## src/rtl/calc_pkg.sv

```systemverilog
// calc_pkg: shared state/op encodings and default key codes for the calculator sequencer
package calc_pkg;

    typedef enum logic [2:0] {ENTER_A, ENTER_B, EXEC, SHOW, ERR} state_t;

    typedef enum logic {ADD = 1'b0, SUB = 1'b1} op_t;

    localparam logic [3:0] DEF_KEY_ADD = 4'hA;
    localparam logic [3:0] DEF_KEY_SUB = 4'hB;
    localparam logic [3:0] DEF_KEY_EQ  = 4'hC;
    localparam logic [3:0] DEF_KEY_CLR = 4'hD;

    function automatic logic is_digit(input logic [3:0] c);
        return c <= 4'd9;
    endfunction

endpackage

```

## src/rtl/key_event_detect.sv

```systemverilog
// key_event_detect: one registered pulse per rising edge of key_trig, with the code captured on that edge
module key_event_detect (
    input  logic       CLK,
    input  logic       RESET,
    input  logic       key_trig,
    input  logic [3:0] key_code,
    output logic       key_evt,
    output logic [3:0] evt_code
);

    logic trig_d;

    // delay key_trig one cycle and flag the first cycle it is seen high
    always_ff @(posedge CLK) begin
        if (RESET) begin
            trig_d   <= 1'b0;
            key_evt  <= 1'b0;
            evt_code <= 4'd0;
        end else begin
            trig_d   <= key_trig;
            key_evt  <= key_trig & ~trig_d;
            evt_code <= key_code;
        end
    end

endmodule

```

## src/rtl/calc_sequencer.sv

```systemverilog
// calc_sequencer: keypad-driven operand/operator sequencing for the add/sub ALU; CALC_CHAIN_EN enables chained operations from SHOW
module calc_sequencer
    import calc_pkg::*;
#(
    parameter int         W       = 8,
    parameter int         ALU_LAT = 1,
    parameter logic [3:0] KEY_ADD = DEF_KEY_ADD,
    parameter logic [3:0] KEY_SUB = DEF_KEY_SUB,
    parameter logic [3:0] KEY_EQ  = DEF_KEY_EQ,
    parameter logic [3:0] KEY_CLR = DEF_KEY_CLR
) (
    input  logic         CLK,
    input  logic         RESET,
    input  logic         key_trig,
    input  logic [3:0]   key_code,
    input  logic [W-1:0] operand_in,
    input  logic [W-1:0] alu_result,
    input  logic         alu_ovf,
    output logic         clear_entry,
    output logic [W-1:0] op_a,
    output logic [W-1:0] op_b,
    output logic         op_sub,
    output logic         alu_start,
    output logic [W-1:0] disp_value,
    output logic         busy,
    output logic         err
);

    state_t       state, state_n;
    logic         evt;
    logic [3:0]   code;
    logic [W-1:0] res, res_n, op_a_n, op_b_n, disp_n;
    logic [3:0]   cnt, cnt_n;
    logic         op_sub_n, clear_n, start_n, is_op;

    key_event_detect u_key (
        .CLK      (CLK),
        .RESET    (RESET),
        .key_trig (key_trig),
        .key_code (key_code),
        .key_evt  (evt),
        .evt_code (code)
    );

    assign is_op = evt && (code == KEY_ADD || code == KEY_SUB);

    // next state and next register values; clear outranks everything, including ALU completion
    always_comb begin
        state_n  = state;
        op_a_n   = op_a;
        op_b_n   = op_b;
        op_sub_n = op_sub;
        res_n    = res;
        cnt_n    = cnt;
        clear_n  = 1'b0;
        start_n  = 1'b0;
        if (evt && code == KEY_CLR) begin
            state_n = ENTER_A;
            clear_n = 1'b1;
            op_a_n  = '0;
            op_b_n  = '0;
            res_n   = '0;
        end else begin
            case (state)
                ENTER_A: if (is_op) begin
                    op_a_n   = operand_in;
                    op_sub_n = (code == KEY_SUB) ? SUB : ADD;
                    clear_n  = 1'b1;
                    state_n  = ENTER_B;
                end
                ENTER_B: if (is_op) begin
                    op_sub_n = (code == KEY_SUB) ? SUB : ADD;
                end else if (evt && code == KEY_EQ) begin
                    op_b_n  = operand_in;
                    start_n = 1'b1;
                    cnt_n   = 4'(ALU_LAT);
                    state_n = EXEC;
                end
                EXEC: if (cnt == 4'd0) begin
                    state_n = alu_ovf ? ERR : SHOW;
                    res_n   = alu_ovf ? res : alu_result;
                end else begin
                    cnt_n = cnt - 4'd1;
                end
                SHOW: if (evt && is_digit(code)) begin
                    clear_n = 1'b1;
                    state_n = ENTER_A;
                end
`ifdef CALC_CHAIN_EN
                else if (is_op) begin
                    op_a_n   = res;
                    op_sub_n = (code == KEY_SUB) ? SUB : ADD;
                    clear_n  = 1'b1;
                    state_n  = ENTER_B;
                end
`endif
                default: ;
            endcase
        end
        disp_n = (state_n == SHOW) ? res_n :
                 (state_n == EXEC) ? op_b_n :
                 (state_n == ERR)  ? '0 : operand_in;
    end

    // state, datapath and registered outputs
    always_ff @(posedge CLK) begin
        if (RESET) begin
            state       <= ENTER_A;
            op_a        <= '0;
            op_b        <= '0;
            op_sub      <= 1'b0;
            res         <= '0;
            cnt         <= 4'd0;
            clear_entry <= 1'b0;
            alu_start   <= 1'b0;
            busy        <= 1'b0;
            err         <= 1'b0;
            disp_value  <= '0;
        end else begin
            state       <= state_n;
            op_a        <= op_a_n;
            op_b        <= op_b_n;
            op_sub      <= op_sub_n;
            res         <= res_n;
            cnt         <= cnt_n;
            clear_entry <= clear_n;
            alu_start   <= start_n;
            busy        <= (state_n == EXEC);
            err         <= (state_n == ERR);
            disp_value  <= disp_n;
        end
    end

endmodule

```

## config.mk

```make
export PLATFORM = sky130hd
export DESIGN_NAME = calc_sequencer
export DESIGN_NICKNAME = d
export VERILOG_FILES = /design/src/rtl/calc_pkg.sv /design/src/rtl/key_event_detect.sv /design/src/rtl/calc_sequencer.sv
export SDC_FILE = /design/constraint.sdc
export NUM_CORES = 1
export LEC_CHECK = 0
export ABC_CLOCK_PERIOD_IN_PS = 2100
export CAP_MARGIN = 0
export CORE_MARGIN = 4
export CORE_UTILIZATION = 44
export CTS_CLUSTER_SIZE = 40
export DETAILED_ROUTE_END_ITERATION = 12
export HOLD_SLACK_MARGIN = 0.08
export PLACE_DENSITY = 0.76
export SLEW_MARGIN = 25
export SYNTH_ARGS = -nofsm -noshare
export SYNTH_HDL_FRONTEND = slang
export SYNTH_SLANG_ARGS = --single-unit
```

## constraint.sdc

```tcl
create_clock -name CLK -period 2.1 [get_ports CLK]
set_input_delay 0.315 -clock CLK [delete_from_list [all_inputs] [get_ports CLK]]
set_output_delay 0.315 -clock CLK [all_outputs]
set_load 0.01 [all_outputs]
```

# Word level (Yosys, flattened, before mapping)
# Index checks and enable logic that the tools add are counted.
[classes]
mux = 29
addsub = 1
n_eq_ne = 13
n_reduce_logical = 14
magnitude_cmp = 1
bitwise = 4
[op_table]
columns = ["cell", "n"]
rows = [
  ["two-way mux 8 bit", 11],
  ["two-way mux 3 bit", 7],
  ["== test 4 bit (second input constant)", 4],
  ["== test 3 x 2 -> 1 bit (second input constant)", 4],
  ["two-way mux 4 bit", 3],
  ["one-hot mux 3 bit (4 select lines)", 1],
  ["one-hot mux 4 bit (2 select lines)", 1],
  ["!= test 2 bit (second input constant)", 3],
  ["two-way mux 1 bit", 5],
  ["AND reduction 5 bit", 1],
  ["less-or-equal comparator 4 bit (second input constant)", 1],
  ["logical AND 1 bit", 4],
  ["zero test 4 bit", 1],
  ["OR reduction 2 bit", 2],
  ["OR reduction 4 bit", 1],
  ["subtractor 4 x 1 -> 4 bit (second input constant)", 1],
  ["== test 3 x 1 -> 1 bit (second input constant)", 1],
  ["== test 3 bit (second input constant)", 1],
  ["zero test 3 bit", 1],
  ["NOT 1 bit", 3],
  ["AND reduction 3 bit", 1],
  ["one-hot mux 1 bit (2 select lines)", 1],
  ["AND reduction 2 bit", 1],
  ["nonzero test 2 bit", 1],
  ["2 further kinds", 2],
]
[word_totals]
reg_bits = 50
inputBits = 24
output_inout_bits = 29

# Depth between registers and ports, before layout
# Gate-level depths: netlist of the first run.
[logic_depth]
word_depth = 10
depth_mapped = 9
depth_no_buf = 8

# Modules after synthesis
# A second synthesis of the first run with hierarchy kept.
[hier_totals]
hier_cells = 211
hier_area_um2 = 2169.6
[by_module_without_submodules]
columns = ["mod", "seq_area_each_um2", "area_per_inst_um2", "cells_each", "instances"]
rows = [
  ["calc_sequencer", 880.8, 2005.7, 199, 1],
  ["key_event_detect", 120.1, 163.9, 12, 1],
]

# Worst setup path before layout of the first run
# No wires, ideal clock.
[synth_timing]
kind = "reg-to-reg"
startpoint = "register cnt[0]"
endpoint = "register disp_value[4]"
arrival_ns = 1.967
stages_incl_launch_ff = 10
setup_ns = 0.101
n_path_buf = 1
slack_ns = 0.032
period_less_slack_ns = 2.068
cell_sequence = "dfxtp_1 > inv_1 > ha_1 > and4bb_2 > nor2_4 > o31ai_4 > nor2_4 > buf_6 > or4b_1 > o41ai_1"
[synth_between]
elab_chain_len = 8
word_cells_on_any_way = 13
classes_between = "3 x eq/ne; 9 x mux; 1 x reduce/logical"
[synth_lines]
columns = ["element", "line_no", "rtl"]
rows = [
  ["from (decl)", "calc_sequencer.sv:33", "logic [3:0] cnt, cnt_n;"],
  ["from (signal assigned)", "calc_sequencer.sv:125", "cnt <= cnt_n;"],
  ["zero test 4 bit (*)", "calc_sequencer.sv:79", "EXEC: if (cnt == 4'd0) begin"],
  ["two-way mux 3 bit", "calc_sequencer.sv:79", ""],
  ["one-hot mux 3 bit (4 select lines)", "calc_sequencer.sv:64", "case (state)"],
  ["two-way mux 3 bit", "calc_sequencer.sv:57", "if (evt && code == KEY_CLR) begin"],
  ["== test 3 bit", "calc_sequencer.sv:102", "(state_n == ERR) ? '0 : operand_in;"],
  ["two-way mux 8 bit", "calc_sequencer.sv:102", ""],
  ["two-way mux 8 bit", "calc_sequencer.sv:101", "(state_n == EXEC) ? op_b_n :"],
  ["two-way mux 8 bit (*)", "calc_sequencer.sv:100", "disp_n = (state_n == SHOW) ? res_n :"],
  ["to (signal assigned)", "calc_sequencer.sv:130", "disp_value <= disp_n;"],
  ["to (decl)", "calc_sequencer.sv:24", "output logic [W-1:0] disp_value,"],
]
# Every way passes the cells marked *; elsewhere a longest branch is shown, timed or not.
# A chain may end at the register's enable or synchronous reset.

# Worst setup path after layout of the first run
[layout_timing]
startpoint = "register cnt[1]"
endpoint = "register disp_value[4]"
# The elaborated chain is that of the path after synthesis.

==> results.tsv, run 1 <==
stage	metric	value	unit
critical_path	CP startpoint kind	flip-flop	
logic_synthesis	most common cell in the netlist	dfxtp_1	
flow_run	max-cap violation count	0	
cts	root buf cell	clkbuf_8	
power	Power per Cell Area	553	nW/um^2
sta	Max-slew headroom	74.5	%
logic_synthesis	Post-Syn Area	2130	um^2
logic_synthesis	Avg Cell Area, Syn	10.2	um^2
sta	Fmax achieved	0.467	GHz
sta	Layout Skew	7.26	ps
logic_synthesis	commonest cells in the synthesized netlist	dfxtp_1 (50), nor2_1 (35), mux2i_1 (25), and3_1 (7)	
layout	Finished Layout Cells	346	
route	Antenna Nets Post-Route	0	
sta	min cycle time layout	2140	ps
grt	pin count of the biggest net entering global routing	16	
sta	Max Slew Vio Count	0	
layout	Area Overhead vs Synth	43.7	%
cts	Num CTS Buffers	5	
logic_synthesis	Distinct cells, synth	48	
sta	Hold Vio Cnt, Final	0	
sta	worst slew pin tran	383	ps
grt	Tot GR Track Use	17.7	%
route	Avg WL per Cell	14.7	um
route	1st-pass router iterations	4	
grt	initial antenna violation count	0	
floorplanning	Die ar.	6010	um^2
route	wire length on met1	2.29	mm
route	residual DRC count	0	
power	leakage	1.28	nW
logic_synthesis	Yosys top cell area share	47.0	%
grt	GRT overflow	0	
layout	Layout Nets	316	
layout	ANT cells	0	
power	Sw Ratio	22.2	%
layout	post-route cell area	3060	um^2
placement	DP Wirelength	3.91	mm
route	Vias per Instance	5.21	
placement	number of port buffers	52	
logic_synthesis	Synth Net Count	234	
power	Comb pwr share	8.3	%
placement	Setup WS pre-CTS	-394	ps
cts	maximum buffer depth of the clock tree	2	
power	Flop pwr share	57.6	%
critical_path	CP Data Arrival Time	2340	ps
critical_path	crit-path max FO	7	
floorplanning	core area	4690	um^2
power	Clk network pwr share	34.1	%
floorplanning	num rows	25	
route	routed via count	1804	
power	VDD IR-drop max	0.000400	V
cts	H-tree depth	2	
grt	first-pass GRT wire length	8.54	mm
sta	worst setup margin	-41.3	ps
logic_synthesis	Yosys reg bits	50	
placement	RePlAce Congestion	0.836	
route	DRT iter0 DRCs	45	
route	Met2 Wirelength	2.54	mm
sta	RSZ-0062 raised after global routing	true	
logic_synthesis	ys flop type	dfxtp_1	
critical_path	Critical Path RT	2300	ps
route	max layer used	met4	
cts	CTS tree	yes	
layout	multi-input logic area	1060	um^2
critical_path	Setup CP Type	reg2reg	
logic_synthesis	post-synth top area cell	dfxtp_1	
route	Met3 Wirelength	225	um
grt	vias in the first global route	1755	
layout	fillers	390	
logic_synthesis	Post-Syn Instances	209	
logic_synthesis	YS warnings	0	
logic_synthesis	ranking of synthesized cells by area	dfxtp_1 (47%), mux2i_1 (12%), nor2_1 (6.2%)	
floorplanning	die width	77.6	um
floorplanning	initial core utilization	45.4	%
layout	FF+latch area	1000	um^2
run_status	outcome	finished with violations	
route	final WL	5.10	mm
cts	post-cts hold buffer count	0	
floorplanning	num ports	53	
placement	placement-stage cell area	2900	um^2
layout	layout cell share with drive strength beyond 1	21.2	%
placement	Placed Cells	334	
power	Pint	0.00131	W
sta	setup violators final	2	
worst_hold_path	Hold Crit Class	reg2reg	
logic_synthesis	Post-synth EDFFs	0	
cts	clock sink count	50	
cts	Worst-Skew Late Latency	300	ps
power	switching power	0.000376	W
run_status	failing checks	setup timing	
cts	Clk pin slew, worst setup/hold paths	90	ps
logic_synthesis	sequential area share after synthesis	47.0	%
logic_synthesis	Post-synth ARST share	0	%
sta	Final period util	102	%
floorplanning	Die Y	77.6	um
critical_path	CP endpoint kind	flip-flop	
## final timing paths
| check | depth (start not counted) | from | slack [ps] | end |
|---|---|---|---|---|
| worst max register to register | 9 | cnt[1] | -40 | disp_value[4] |
| worst min-delay path | 1 | u_key.trig_d | 390 | u_key.key_evt |
| worst max-delay path | 9 | cnt[1] | -40 | disp_value[4] |
| worst min register to register | 1 | u_key.trig_d | 390 | u_key.key_evt |
## final cells by class
| class | instances | area share [%] |
|---|---|---|
| multi-input combinational | 141 | 34.7 |
| sequential | 50 | 32.8 |
| timing repair buffer | 87 | 26.4 |
| clock buffer | 6 | 2.70 |
| tap | 54 | 2.21 |
| inverter | 6 | 0.736 |
| clock inverter | 2 | 0.409 |
## power groups by stage
stage                logic, W  clock network, W  registers, W
global route         0.000151          0.000624      0.000976
finish               0.000140          0.000577      0.000973
global placement     0.000136                 0      0.000995
CTS                  0.000140          0.000588      0.000973
detailed placement   0.000138                 0      0.000995
floorplan           0.0000460                 0      0.000998
## placed cells by master, fill, tap and decap left out, drive strengths merged, types with 3 or more instances in the layout
cell type,count
nor3,7
clkbuf,6
o21ai,4
a21oi,4
a221o,6
inv,6
a31oi,3
nor4,5
mux2i,25
or4b,3
dfxtp,50
and3,7
nor2,37
buf,35
nor2b,6
nand3,4
clkdlybuf4s50,52
## worst max-delay path, cell delays in order (launching register included)
cell	delay (ps)
dfxtp_2	340
inv_2	60
ha_4	140
or4b_4	460
or2_4	330
buf_4	160
mux2i_1	110
nor2_1	130
a21oi_1	90
o41ai_1	220
## stage by stage
stage	hold slack (ps)	setup TNS, ps	utilization (%)	power [W]
after floorplan	367	0	-	0.00104
final	390	-47.8	65.2	0.00169
after CTS	393	-156	64.3	0.00170
after detailed placement	380	-3280	61.8	0.00113
after global routing	420	-699	65.2	0.00175
after global placement	373	-2810	61.8	0.00113
## timing repair
action,in CTS,in global routing
endpoints found under the hold margin,0,0
endpoints found under the setup margin,8,12
cloned,0,0
pin swaps,2,13
resized for setup,3,7
setup buffers,1,3
## state kept, by name (all words and copies together) (netlist names)
register / cells
clear_entry: 1
u_key.evt_code: 4
op_sub: 1
u_key.trig_d: 1
cnt: 4
u_key.key_evt: 1
alu_start: 1
state: 3
disp_value: 8
op_b: 8
err: 1
res: 8
busy: 1
op_a: 8
## per-layer routing
| metal | up-vias | track usage, % |
|---|---|---|
| met5 | - | 0 |
| met3 | 5 | 4.41 |
| li1 | 909 | - |
| met4 | 0 | 4.98 |
| met1 | 847 | 23.0 |
| met2 | 43 | 29.3 |
## cells by family (layout without fill, tap and decap cells)
kind of cell               count (synthesis)  after routing  synth area share [%]
and+or+nand+nor                           85             85                  23.6
AOI/OAI and AO/OA                         28             28                  11.4
muxes                                     25             25                  11.8
buffers and inverters                     18            101                  4.76
xor gates and xnor gates                   2              2                 0.823
DFF                                       50             50                  47.0
adders and majority gates                  1              1                 0.588
Note: power is estimated with default switching activity, not from simulation.
==> run 2: changes to the inputs <==
--- a/config.mk
+++ b/config.mk
@@ -5,6 +5,7 @@
 export SDC_FILE = /design/constraint.sdc
 export NUM_CORES = 1
 export LEC_CHECK = 0
+export ABC_AREA = 1
 export ABC_CLOCK_PERIOD_IN_PS = 2100
 export CAP_MARGIN = 0
 export CORE_MARGIN = 4
@@ -12,7 +13,7 @@
 export CTS_CLUSTER_SIZE = 40
 export DETAILED_ROUTE_END_ITERATION = 12
 export HOLD_SLACK_MARGIN = 0.08
-export PLACE_DENSITY = 0.76
+export PLACE_DENSITY = 0.75
 export SLEW_MARGIN = 25
 export SYNTH_ARGS = -nofsm -noshare
 export SYNTH_HDL_FRONTEND = slang
==> results.tsv, run 2 <==
stage	metric	value	unit
route	Vias per Instance	4.82	
power	Sw Ratio	22.7	%
grt	vias in the first global route	1990	
route	residual DRC count	0	
sta	min cycle time layout	1820	ps
grt	GRT overflow	0	
route	DRT iter0 DRCs	98	
sta	Max Slew Vio Count	0	
cts	root buf cell	clkbuf_8	
logic_synthesis	Post-synth ARST share	0	%
logic_synthesis	post-synth top area cell	dfxtp_1	
sta	RSZ-0062 raised after global routing	false	
logic_synthesis	ranking of synthesized cells by area	dfxtp_1 (46%), nor2_1 (15%), nand2_1 (9.7%)	
power	Flop pwr share	59.1	%
logic_synthesis	Synth Net Count	327	
layout	Area Overhead vs Synth	32.5	%
power	leakage	1.28	nW
logic_synthesis	Post-Syn Area	2160	um^2
route	routed via count	2062	
logic_synthesis	most common cell in the netlist	nor2_1	
route	1st-pass router iterations	4	
floorplanning	Die ar.	6100	um^2
logic_synthesis	Post-synth EDFFs	0	
power	switching power	0.000374	W
flow_run	max-cap violation count	0	
layout	Finished Layout Cells	428	
layout	fillers	467	
cts	maximum buffer depth of the clock tree	2	
critical_path	Setup crit end	disp_value[3]	
run_status	outcome	completed	
critical_path	crit-path max FO	10	
placement	placement-stage cell area	2780	um^2
critical_path	Critical R2R Capture	disp_value[3]	
cts	Worst-Skew Late Latency	300	ps
sta	Layout Skew	5.53	ps
cts	post-cts hold buffer count	0	
power	VDD IR-drop max	0.000354	V
floorplanning	Die Y	78.1	um
floorplanning	num rows	25	
layout	multi-input logic area	1010	um^2
route	final WL	5.27	mm
power	Comb pwr share	9.0	%
logic_synthesis	Avg Cell Area, Syn	7.16	um^2
cts	CTS tree	yes	
sta	setup violators final	0	
floorplanning	initial core utilization	45.5	%
critical_path	CP endpoint kind	flip-flop	
layout	post-route cell area	2860	um^2
sta	Hold Vio Cnt, Final	0	
sta	worst slew pin tran	331	ps
power	Pint	0.00128	W
floorplanning	num ports	53	
power	Tot Pwr	0.00165	W
logic_synthesis	commonest cells in the synthesized netlist	nor2_1 (86), nand2_1 (56), dfxtp_1 (50), inv_1 (25), o21ai_0 (17)	
layout	most frequent cells in the layout	nor2_1 (86), nand2_1 (56), clkdlybuf4s50_1 (52), dfxtp_1 (50), inv_1 (25)	
sta	Max-slew headroom	77.9	%
layout	FF+latch area	1000	um^2
cts	Num CTS Buffers	5	
grt	first-pass GRT wire length	9.05	mm
logic_synthesis	Yosys reg bits	50	
critical_path	Critical Path RT	2300	ps
logic_synthesis	Distinct cells, synth	32	
grt	initial antenna violation count	0	
cts	H-tree depth	2	
critical_path	CP Data Arrival Time	2020	ps
route	Avg WL per Cell	12.3	um
grt	pin count of the biggest net entering global routing	16	
layout	Layout Nets	386	
placement	RePlAce Congestion	0.900	
sta	Fmax achieved	0.550	GHz
worst_hold_path	Hold Crit Class	reg2reg	
sta	Setup TNS	0	ps
placement	DP Wirelength	3.90	mm
grt	Tot GR Track Use	18.4	%
power	Clk network pwr share	31.8	%
placement	number of port buffers	52	
critical_path	FF-to-FF path depth	14	
logic_synthesis	ys flop type	dfxtp_1	
critical_path	Crit Reg-Reg Startpoint	cnt[0]	
sta	Final period util	86.5	%
route	Antenna Nets Post-Route	0	
critical_path	Reg2Reg Setup Slack	280	ps
floorplanning	core area	4750	um^2
critical_path	Setup CP Type	reg2reg	
layout	layout cell share with drive strength beyond 1	8.31	%
critical_path	CP startpoint kind	flip-flop	
logic_synthesis	Post-Syn Instances	302	
power	Power per Cell Area	576	nW/um^2
placement	Placed Cells	421	
floorplanning	die width	78.1	um
logic_synthesis	sequential area share after synthesis	46.3	%
layout	ANT cells	0	
cts	Clk pin slew, worst setup/hold paths	80	ps
layout	commonest non-fill, non-tap cell in the layout	nor2_1	
critical_path	launch point of the critical path	cnt[0]	
cts	clock sink count	50	
logic_synthesis	Yosys top cell area share	46.3	%
logic_synthesis	YS warnings	0	
-- run 2: cell types whose count changed in the layout (fill, tap and decap cells not counted), moves of 9 or more --
cell,before,now
nand2_1,2,56
o21ai_0,3,17
buf_4,33,8
inv_1,4,25
nor2_1,35,86
nor3_1,5,14
mux2i_1,25,0
-- run 2: routing by layer --
layer	wire [um]	vias to the layer above	track usage, %
li1	-	1078	-
met1	2560	913	26.0
met2	2350	64	28.2
met3	282	7	3.33
met4	81	0	6.29
met5	0	-	0
-- run 2: power groups by stage --
| stage | registers (W) | logic (W) | clock network (W) |
|---|---|---|---|
| after global routing | 0.000979 | 0.000163 | 0.000585 |
| after detailed placement | 0.000998 | 0.000148 | 0 |
| after global placement | 0.000998 | 0.000147 | 0 |
| after CTS | 0.000976 | 0.000149 | 0.000544 |
| after floorplan | 0.00100 | 0.0000532 | 0 |
| final | 0.000976 | 0.000149 | 0.000525 |
-- run 2: logic make-up after synthesis --
logic type | count (synthesis) | synth area share [%]
AOI/OAI and AO/OA | 30 | 7.87
DFF | 50 | 46.3
buffers and inverters | 36 | 7.12
and+or+nand+nor | 185 | 38.1
adders and majority gates | 1 | 0.579
-- run 2: stage by stage --
stage               setup WS, ps  utilization (%)  hold slack, ps
finish                       283             60.2             400
detailed placement          99.9             58.5             392
CTS                          227             60.2             404
floorplan                    502                -             373
global route                58.8             60.2             418
global placement             109             58.5             377
-- run 2: repair_timing --
| action | 4_1_cts | 5_1_grt |
|---|---|---|
| setup endpoints to repair | 0 | 7 |
| hold endpoints to repair | 0 | 0 |
| resized for setup | 0 | 1 |
| buffers inserted | 0 | 0 |
-- run 2: final cells by class --
| type | instances | share of cell area, % |
|---|---|---|
| repair buffers | 60 | 20.3 |
| well taps | 67 | 2.93 |
| inverters | 28 | 3.76 |
| flip-flops and latches | 50 | 34.9 |
| clock inverters | 1 | 0.262 |
| multi-input cells | 216 | 35.3 |
| clock buffers | 6 | 2.53 |
-- run 2: worst min path at each step --
stage	startpoint	endpoint	slack, ps	depth (start not counted)
after floorplan	u_key.trig_d	u_key.key_evt	370	1
after global placement	u_key.trig_d	u_key.key_evt	380	1
after detailed placement	u_key.trig_d	u_key.key_evt	390	1
after CTS	u_key.trig_d	u_key.key_evt	400	1
after global routing	u_key.trig_d	u_key.key_evt	420	1
final	u_key.trig_d	u_key.key_evt	400	1
-- run 2: critical path, cell delays in order (launching register included) --
cell and delay [ps]:
dfxtp_1 350, inv_1 80, ha_1 250, nand2_1 80, nor2_1 40, nand2_2 110
nor2_8 60, nor2_2 110, nand2_1 60, nand2_1 90, nand3_2 190, nand2_1 130
nand2_1 50, nand2_1 70, nand2_1 40
==> run 3: changes to the inputs <==
--- a/config.mk
+++ b/config.mk
@@ -14,6 +14,7 @@
 export DETAILED_ROUTE_END_ITERATION = 12
 export HOLD_SLACK_MARGIN = 0.08
 export PLACE_DENSITY = 0.75
+export SKIP_CTS_REPAIR_TIMING = 1
 export SLEW_MARGIN = 25
 export SYNTH_ARGS = -nofsm -noshare
 export SYNTH_HDL_FRONTEND = slang
==> results of run 3 <==
Same layout as run 2: the final DEF is identical, and so are final timing and power.
